### src/rtl/main_mem_arbiter.sv
// Round-robin, single-outstanding arbiter sharing the main-memory port
// between the I-cache fill path (port 0) and the D-cache MSHR (port 1).
module main_mem_arbiter #(
    parameter int unsigned ADDR_W  = 32,
    parameter int unsigned DATA_W  = 32,
    parameter int unsigned TIMEOUT = 256
) (
    input  logic              clk,
    input  logic              rst,
    input  logic              ic_req_valid,
    input  logic [ADDR_W-1:0] ic_req_addr,
    output logic              ic_req_ready,
    output logic              ic_resp_valid,
    output logic [DATA_W-1:0] ic_resp_data,
    input  logic              dc_req_valid,
    input  logic [ADDR_W-1:0] dc_req_addr,
    output logic              dc_req_ready,
    output logic              dc_resp_valid,
    output logic [DATA_W-1:0] dc_resp_data,
    input  logic              flush,
    output logic              main_mem_req,
    output logic [ADDR_W-1:0] main_mem_addr,
    input  logic [DATA_W-1:0] main_mem_data_in,
    input  logic              main_mem_ready,
    output logic              timeout_err
);

    localparam int unsigned TIMER_W = 8;
    localparam logic [TIMER_W-1:0] TIMER_LAST = TIMER_W'(TIMEOUT - 1);

    typedef enum logic [1:0] {
        S_IDLE = 2'd0,
        S_BUSY = 2'd1,
        S_RESP = 2'd2
    } state_e;

    state_e              state_q, state_d;
    logic                last_grant_q, last_grant_d;
    logic                owner_q, owner_d;
    logic                drop_q, drop_d;
    logic [TIMER_W-1:0]  timer_q, timer_d;
    logic                mem_req_q, mem_req_d;
    logic [ADDR_W-1:0]   mem_addr_q, mem_addr_d;
    logic                ic_resp_valid_q, ic_resp_valid_d;
    logic [DATA_W-1:0]   ic_resp_data_q, ic_resp_data_d;
    logic                dc_resp_valid_q, dc_resp_valid_d;
    logic [DATA_W-1:0]   dc_resp_data_q, dc_resp_data_d;
    logic                timeout_err_q, timeout_err_d;
    logic                ic_ready_c, dc_ready_c;
    logic                kill_c;

    // Grant decision in IDLE: round-robin on conflict, flush masks the D side.
    always_comb begin
        ic_ready_c = 1'b0;
        dc_ready_c = 1'b0;
        if (rst && (state_q == S_IDLE)) begin
            if (ic_req_valid && dc_req_valid && !flush) begin
                if (last_grant_q) ic_ready_c = 1'b1;
                else              dc_ready_c = 1'b1;
            end else if (ic_req_valid) begin
                ic_ready_c = 1'b1;
            end else if (dc_req_valid && !flush) begin
                dc_ready_c = 1'b1;
            end
        end
    end

    // Next-state and registered-output logic.
    always_comb begin
        state_d         = state_q;
        last_grant_d    = last_grant_q;
        owner_d         = owner_q;
        drop_d          = drop_q;
        timer_d         = timer_q;
        mem_req_d       = mem_req_q;
        mem_addr_d      = mem_addr_q;
        ic_resp_valid_d = 1'b0;
        ic_resp_data_d  = ic_resp_data_q;
        dc_resp_valid_d = 1'b0;
        dc_resp_data_d  = dc_resp_data_q;
        timeout_err_d   = 1'b0;
        kill_c          = drop_q || (flush && owner_q);

        case (state_q)
            S_IDLE: begin
                if (ic_req_valid && ic_ready_c) begin
                    mem_addr_d   = ic_req_addr;
                    owner_d      = 1'b0;
                    last_grant_d = 1'b0;
                    drop_d       = 1'b0;
                    timer_d      = '0;
                    mem_req_d    = 1'b1;
                    state_d      = S_BUSY;
                end else if (dc_req_valid && dc_ready_c) begin
                    mem_addr_d   = dc_req_addr;
                    owner_d      = 1'b1;
                    last_grant_d = 1'b1;
                    drop_d       = 1'b0;
                    timer_d      = '0;
                    mem_req_d    = 1'b1;
                    state_d      = S_BUSY;
                end
            end
            S_BUSY: begin
                timer_d = timer_q + TIMER_W'(1);
                if (flush && owner_q) drop_d = 1'b1;
                if (main_mem_ready) begin
                    if (owner_q) begin
                        dc_resp_data_d  = main_mem_data_in;
                        dc_resp_valid_d = !kill_c;
                    end else begin
                        ic_resp_data_d  = main_mem_data_in;
                        ic_resp_valid_d = 1'b1;
                    end
                    mem_req_d = 1'b0;
                    state_d   = S_RESP;
                end else if (timer_q == TIMER_LAST) begin
                    mem_req_d     = 1'b0;
                    timeout_err_d = 1'b1;
                    state_d       = S_IDLE;
                end
            end
            S_RESP: begin
                state_d = S_IDLE;
            end
            default: begin
                state_d   = S_IDLE;
                mem_req_d = 1'b0;
            end
        endcase
    end

    // State and output registers.
    always_ff @(posedge clk or negedge rst) begin
        if (!rst) begin
            state_q         <= S_IDLE;
            last_grant_q    <= 1'b1;
            owner_q         <= 1'b0;
            drop_q          <= 1'b0;
            timer_q         <= '0;
            mem_req_q       <= 1'b0;
            mem_addr_q      <= '0;
            ic_resp_valid_q <= 1'b0;
            ic_resp_data_q  <= '0;
            dc_resp_valid_q <= 1'b0;
            dc_resp_data_q  <= '0;
            timeout_err_q   <= 1'b0;
        end else begin
            state_q         <= state_d;
            last_grant_q    <= last_grant_d;
            owner_q         <= owner_d;
            drop_q          <= drop_d;
            timer_q         <= timer_d;
            mem_req_q       <= mem_req_d;
            mem_addr_q      <= mem_addr_d;
            ic_resp_valid_q <= ic_resp_valid_d;
            ic_resp_data_q  <= ic_resp_data_d;
            dc_resp_valid_q <= dc_resp_valid_d;
            dc_resp_data_q  <= dc_resp_data_d;
            timeout_err_q   <= timeout_err_d;
        end
    end

    assign ic_req_ready  = ic_ready_c;
    assign dc_req_ready  = dc_ready_c;
    assign ic_resp_valid = ic_resp_valid_q;
    assign ic_resp_data  = ic_resp_data_q;
    assign dc_resp_valid = dc_resp_valid_q;
    assign dc_resp_data  = dc_resp_data_q;
    assign main_mem_req  = mem_req_q;
    assign main_mem_addr = mem_addr_q;
    assign timeout_err   = timeout_err_q;

endmodule

### config.mk
export PLATFORM = sky130hd
export DESIGN_NAME = main_mem_arbiter
export DESIGN_NICKNAME = d
export VERILOG_FILES = /design/src/rtl/main_mem_arbiter.sv
export SDC_FILE = /design/constraint.sdc
export NUM_CORES = 1
export LEC_CHECK = 0
export CAP_MARGIN = 20
export CORE_MARGIN = 2
export CORE_UTILIZATION = 43
export CTS_BUF_LIST = sky130_fd_sc_hd__clkbuf_16
export CTS_CLUSTER_DIAMETER = 60
export DETAILED_ROUTE_END_ITERATION = 6
export PLACE_DENSITY = 0.81
export SYNTH_ARGS = -nofsm -noshare
export SYNTH_HDL_FRONTEND = slang
export SYNTH_SLANG_ARGS = --single-unit
### constraint.sdc
create_clock -name clk -period 1.8 [get_ports clk]
set_input_delay 0.36 -clock clk [delete_from_list [all_inputs] [get_ports clk]]
set_output_delay 0.36 -clock clk [all_outputs]
set_load 0.01 [all_outputs]
# After elaboration in Yosys (flattened, before gate mapping)
# Index checks and enable logic that the tools add are counted.
# totals
reg_bits	113
latch_bits	0
ramBits	0
mem_bits_ro	0
in_bits	102
out_inout_bits	102
word_cells	79
mem_count	0
# classes
addsub	1
n_mul	0
div_mod_pow	0
magnitude_cmp	0
n_eq_ne	6
shifts	0
mux	38
bitwise	2
reduce_logical	20
# op_table
op	n
$mux 32	2
$mux 1	26
$mux 8	2
$pmux 8 s2	1
$reduce_and 3->1	4
$add 8x1->8 const B	1
$eq 8x8->1 const B	1
$mux 2	4
$logic_and 1x1->1	7
$reduce_and 2->1	3
$pmux 2 s2	1
$reduce_bool 2->1	2
$ne 3x1->1 const B	1
$ne 3x3->1 const B	1
$pmux 1 s3	1
$eq 2x1->1 const B	1
$eq 2x2->1 const B	1
$logic_not 1->1	2
$logic_not 2->1	1
$ne 2x2->1 const B	1
$not 1->1	2
$pmux 1 s2	1
$logic_or 1x1->1	1

# Logic depth before layout (Yosys ltp)
# logic_depth
depth_word	10
mapped_depth	7
ltp_nobuf	4

# Least setup slack after synthesis
# Ideal clock, no wire load.
# synth_timing
path_kind	reg2reg
start	reg state_q[0]
end	reg ic_resp_data_q[0] (netlist: ic_resp_data[0])
arrival_ns	1.476
path_slack_ns	0.199
path_stages_with_launch	8
period_less_slack_ns	1.601
path_cell_list	dfrtp_1 -> buf_6 -> nor2b_4 -> and2_4 -> nor2b_4 -> buf_6 -> buf_12 -> mux2_4
# synth_between
elab_chain_cells	2
# synth_lines
item	line_no	text
from (decl)	37	state_e state_q, state_d;
from (signal assigned)	149	state_q <= state_d;
$eq 2x1->1	84	case (state_q)
$reduce_and 3->1 (no source line)	n/a	
to (signal assigned)	157	ic_resp_data_q <= ic_resp_data_d;
to (decl)	45	logic [DATA_W-1:0] ic_resp_data_q, ic_resp_data_d;
# Every way passes these cells.
# A chain may end at the register's enable or synchronous reset.

# Worst setup path after layout
# layout_timing
start	reg state_q[0]
end	out dc_req_ready
# layout_between
elab_chain_cells	3
# layout_lines
item	line_no	text
$logic_not 2->1	56	if (rst && (state_q == S_IDLE)) begin
$logic_and 1x1->1	56	
$mux 1	56	
to (decl)	17	output logic dc_req_ready,
# Every way passes these cells.

==> results by stage <==
GRT:
- The largest net degree at the start of global routing is 59.
- The total congestion overflow after global routing is 0.
- The number of antenna violations at the first check in global routing is 0.
- The first global-routing pass estimated 19.5 mm of wire.
- The number of global-route vias before repair is 3804.
- Global routing used 21.6% of the available tracks across all layers.

Synth:
- The fraction of registers with async set or reset after synthesis is 100%.
- The total of flip-flops plus latches after synthesis is 113.
- The post-synthesis instance area is 4830 µm².
- After technology mapping, the gate count stands at 351.
- Yosys mapped a number of flops with a built-in enable equal to 0.
- Yosys mapped the design onto 41 distinct sky130hd cell types.
- The most used flip-flop cell after synthesis is dfrtp_1.
- The mean instance size in the synthesized netlist is 13.8 µm².
- The dominant cell type by area after synthesis is dfrtp_1.
- After synthesis, the most frequently instantiated cells are 112 x dfrtp_1, 41 x nand2_1, 35 x mux2_2.
- The net count after synthesis is 454.
- Summed over its instances, the top area cell type makes up 58.0% of the synthesized netlist area.
- Yosys printed 0 warnings.
- By area the synthesized netlist is led by dfrtp_1 58%, mux2_4 9.0%, mux2_2 8.2%.
- Of the synthesized area, sequential elements account for 58.5%.
- In the post-synthesis netlist, the cell with the most instances is dfrtp_1.

Clock tree:
- TritonCTS built the clock tree.
- The root buffer cell chosen for the clock tree is clkbuf_16.
- The clock transition time at the flip-flop clock pins of the worst setup and hold paths is 0.06 ns.
- The H-tree depth is 4.
- The total clock sinks is 113.
- TritonCTS created 17 clock buffers.
- Counting along the longest clock path gives a buffer depth of 2.
- Hold repair after CTS inserted 0 buffers.
- The later pin in the worst-skew pair is clocked with a latency of 0.40 ns.

Route:
- The remaining antenna violation count is 0.
- In the final routed layout, each cell accounts on average for 18.0 µm.
- The number of remaining DRC errors is 0.
- For this run, the detailed router's first-pass iteration total came to 7.
- The total via count in the routed design is 3618.
- The violation count after the first detailed-route iteration is 189.
- For this block, the routed nets add up to 13.3 mm of wire.
- Dividing the detail-routed via count by the number of cells gives 4.90.

Flow run:
- Max-cap violations in this run came to 0.

Layout:
- Summing all non-filler instances in the final layout gives an area of 7900 µm².
- The final layout contains 689 nets.
- The number of antenna diodes in the final layout is 0.
- The growth of design area from synthesis to finish is 63.3%.
- The number of filler instances in the final layout is 762.
- Once layout is complete, the utilization of the core stands at 72.5%.
- Cells with a size suffix above 1 make up 23.9% of the layout.

Place:
- After legalization and detailed placement, the total HPWL measured 8.63 mm.
- The standard cell area after detailed placement is 7060 µm².
- The final RePlAce weighted congestion is 0.741.
- The number of buffer cells added on primary ports is 203.

Status:
- The run finished, with violations left.
- The final reports fail on negative setup slack.

Timing:
- The number of setup violations in the final report is 2.
- Setup repair after global routing could not meet its margin everywhere.
- Static timing analysis puts the maximum clock frequency at 0.527 GHz.
- The share of the clock period used by the worst path is 105%.
- The number of slew-limit violations in the final report is 0.
- Counting I/O delays and the setup requirement, the final critical path takes 1.90 ns.
- The transition time at the pin with the least slew margin is 0.736 ns.
- The headroom to the max-slew limit is 50.9%.
- Across the routed clock network, the largest skew measured is 0.00723 ns.
- The count of final hold-check violations is 0.
- The worst path setup slack after routing is -0.0987 ns.
- The total negative slack for setup checks is -0.175 ns.

Worst setup path:
- In this run the register-to-register setup slack is 0.01 ns.
- The category of the critical setup timing path is register to primary output.
- STA puts the critical path data arrival time at 1.54 ns.
- STA classifies the critical path endpoint as a primary output.
- The kind of start point of the critical path is a register.
- Data on the critical path is required at its endpoint by 1.44 ns.
- The maximum net fanout on the critical path is 2.

Power and ir drop:
- IR analysis of the VDD net gives a maximum drop of 1.05 mV.
- The power density relative to cell area is 1550 nW/µm².
- The leakage power is 3.40 nW.

Min path:
- In this run the worst hold path is classified as input port to asynchronous set/reset pin.

Floorplan:
- The area of the placeable core is 10900 µm².
- The top-level port count is 204.
- The starting utilization of the core area is 44.4%.
- The floorplan step defined a die boundary enclosing 12100 µm².
- The width of the chip is 110 µm.
- The height of the die is 110 µm.
- The total number of placement rows is 38.
-- layout make-up --
class                   count  area [µm²]  share of cell area (%)
flip-flops and latches    113        2830                    35.8
repair buffers            235        2470                    31.3
multi-input cells         218        1830                    23.1
clock buffers              17         425                    5.39
well taps                 140         175                    2.22
clock inverters            15         168                    2.12
inverters                   1        3.75                  0.0475
-- what timing repair did --
| action | 4_1_cts | 5_1_grt |
|---|---|---|
| endpoints found under the setup margin | 10 | 63 |
| gates resized for setup | 19 | 2 |
| pin swaps | 2 | 2 |
| buffers inserted | 2 | 2 |
| cloned | 3 | 4 |
-- cells by family after synthesis --
family	count (synthesis)	synth area share, %
AO/OA/AOI/OAI	49	5.72
XOR/XNOR	2	0.362
adder cells (fa/ha/maj)	1	0.259
buffers and inverters	20	4.22
flip-flops	113	58.5
multiplexers	96	23.8
AND/OR/NAND/NOR	70	7.14
-- stage by stage --
stage / worst slack [ns] / power (mW) / cells / hold slack [ns]
final: -0.0987 / 12.2 / 739 / 0.116
after global routing: -0.157 / 12.8 / 739 / 0.179
after CTS: -0.108 / 12.2 / 733 / 0.149
after detailed placement: -0.594 / 8.71 / 696 / 0.421
after global placement: -0.602 / 8.55 / 696 / 0.421
after floorplan: 0.199 / 6.06 / 351 / 0.0644
-- worst paths after layout --
check / startpoint / to / depth (start not counted)
setup / recovery: state_q[0] / dc_req_ready / 4
hold / removal: rst / ic_resp_data[23] / 2
setup reg to reg: state_q[0] / ic_resp_data[24] / 7
hold reg to reg: drop_q / dc_resp_valid / 1
max in group asynchronous: rst / main_mem_addr[20] / 3
min in group clk: flush / dc_resp_valid / 3
-- state kept, by name, summed over array words and instances (netlist names) --
name and count:
dc_resp_data 32, ic_resp_data 32, main_mem_addr 32, timer_q 8, state_q 2, dc_resp_valid 1
drop_q 1, ic_resp_valid 1, last_grant_q 1, main_mem_req 1, owner_q 1, timeout_err 1
-- report_power, final --
group	switching, mW	total [mW]	internal, mW
clock	1.19	3.35	2.16
sequential	0.621	4.21	3.59
combinational	1.68	4.64	2.96
-- routing by layer --
metal | vias to the layer above | track usage, % | wire (µm)
li1 | 1701 | - | -
met1 | 1758 | 24.6 | 5140
met2 | 143 | 37.0 | 6710
met3 | 16 | 7.47 | 1250
met4 | 0 | 8.68 | 175
met5 | - | 0 | 0
-- worst max-delay path, cell delays in order, from the launching register on --
cell	delay, ns
dfrtp_1	0.40
nor3b_4	0.24
and2_4	0.18
a21boi_2	0.17
buf_2	0.15
-- layout by cell type (no fill, tap or decap), types with 9 or more instances in the layout --
| master | instances |
|---|---|
| buf_4 | 19 |
| clkbuf_16 | 21 |
| clkdlybuf4s50_1 | 199 |
| dfrtp_1 | 112 |
| mux2_2 | 35 |
| mux2_4 | 29 |
| mux2i_1 | 31 |
| nand2_1 | 41 |
| o21ai_0 | 27 |
| o21ai_1 | 9 |
(Power assumes the default switching activity.)
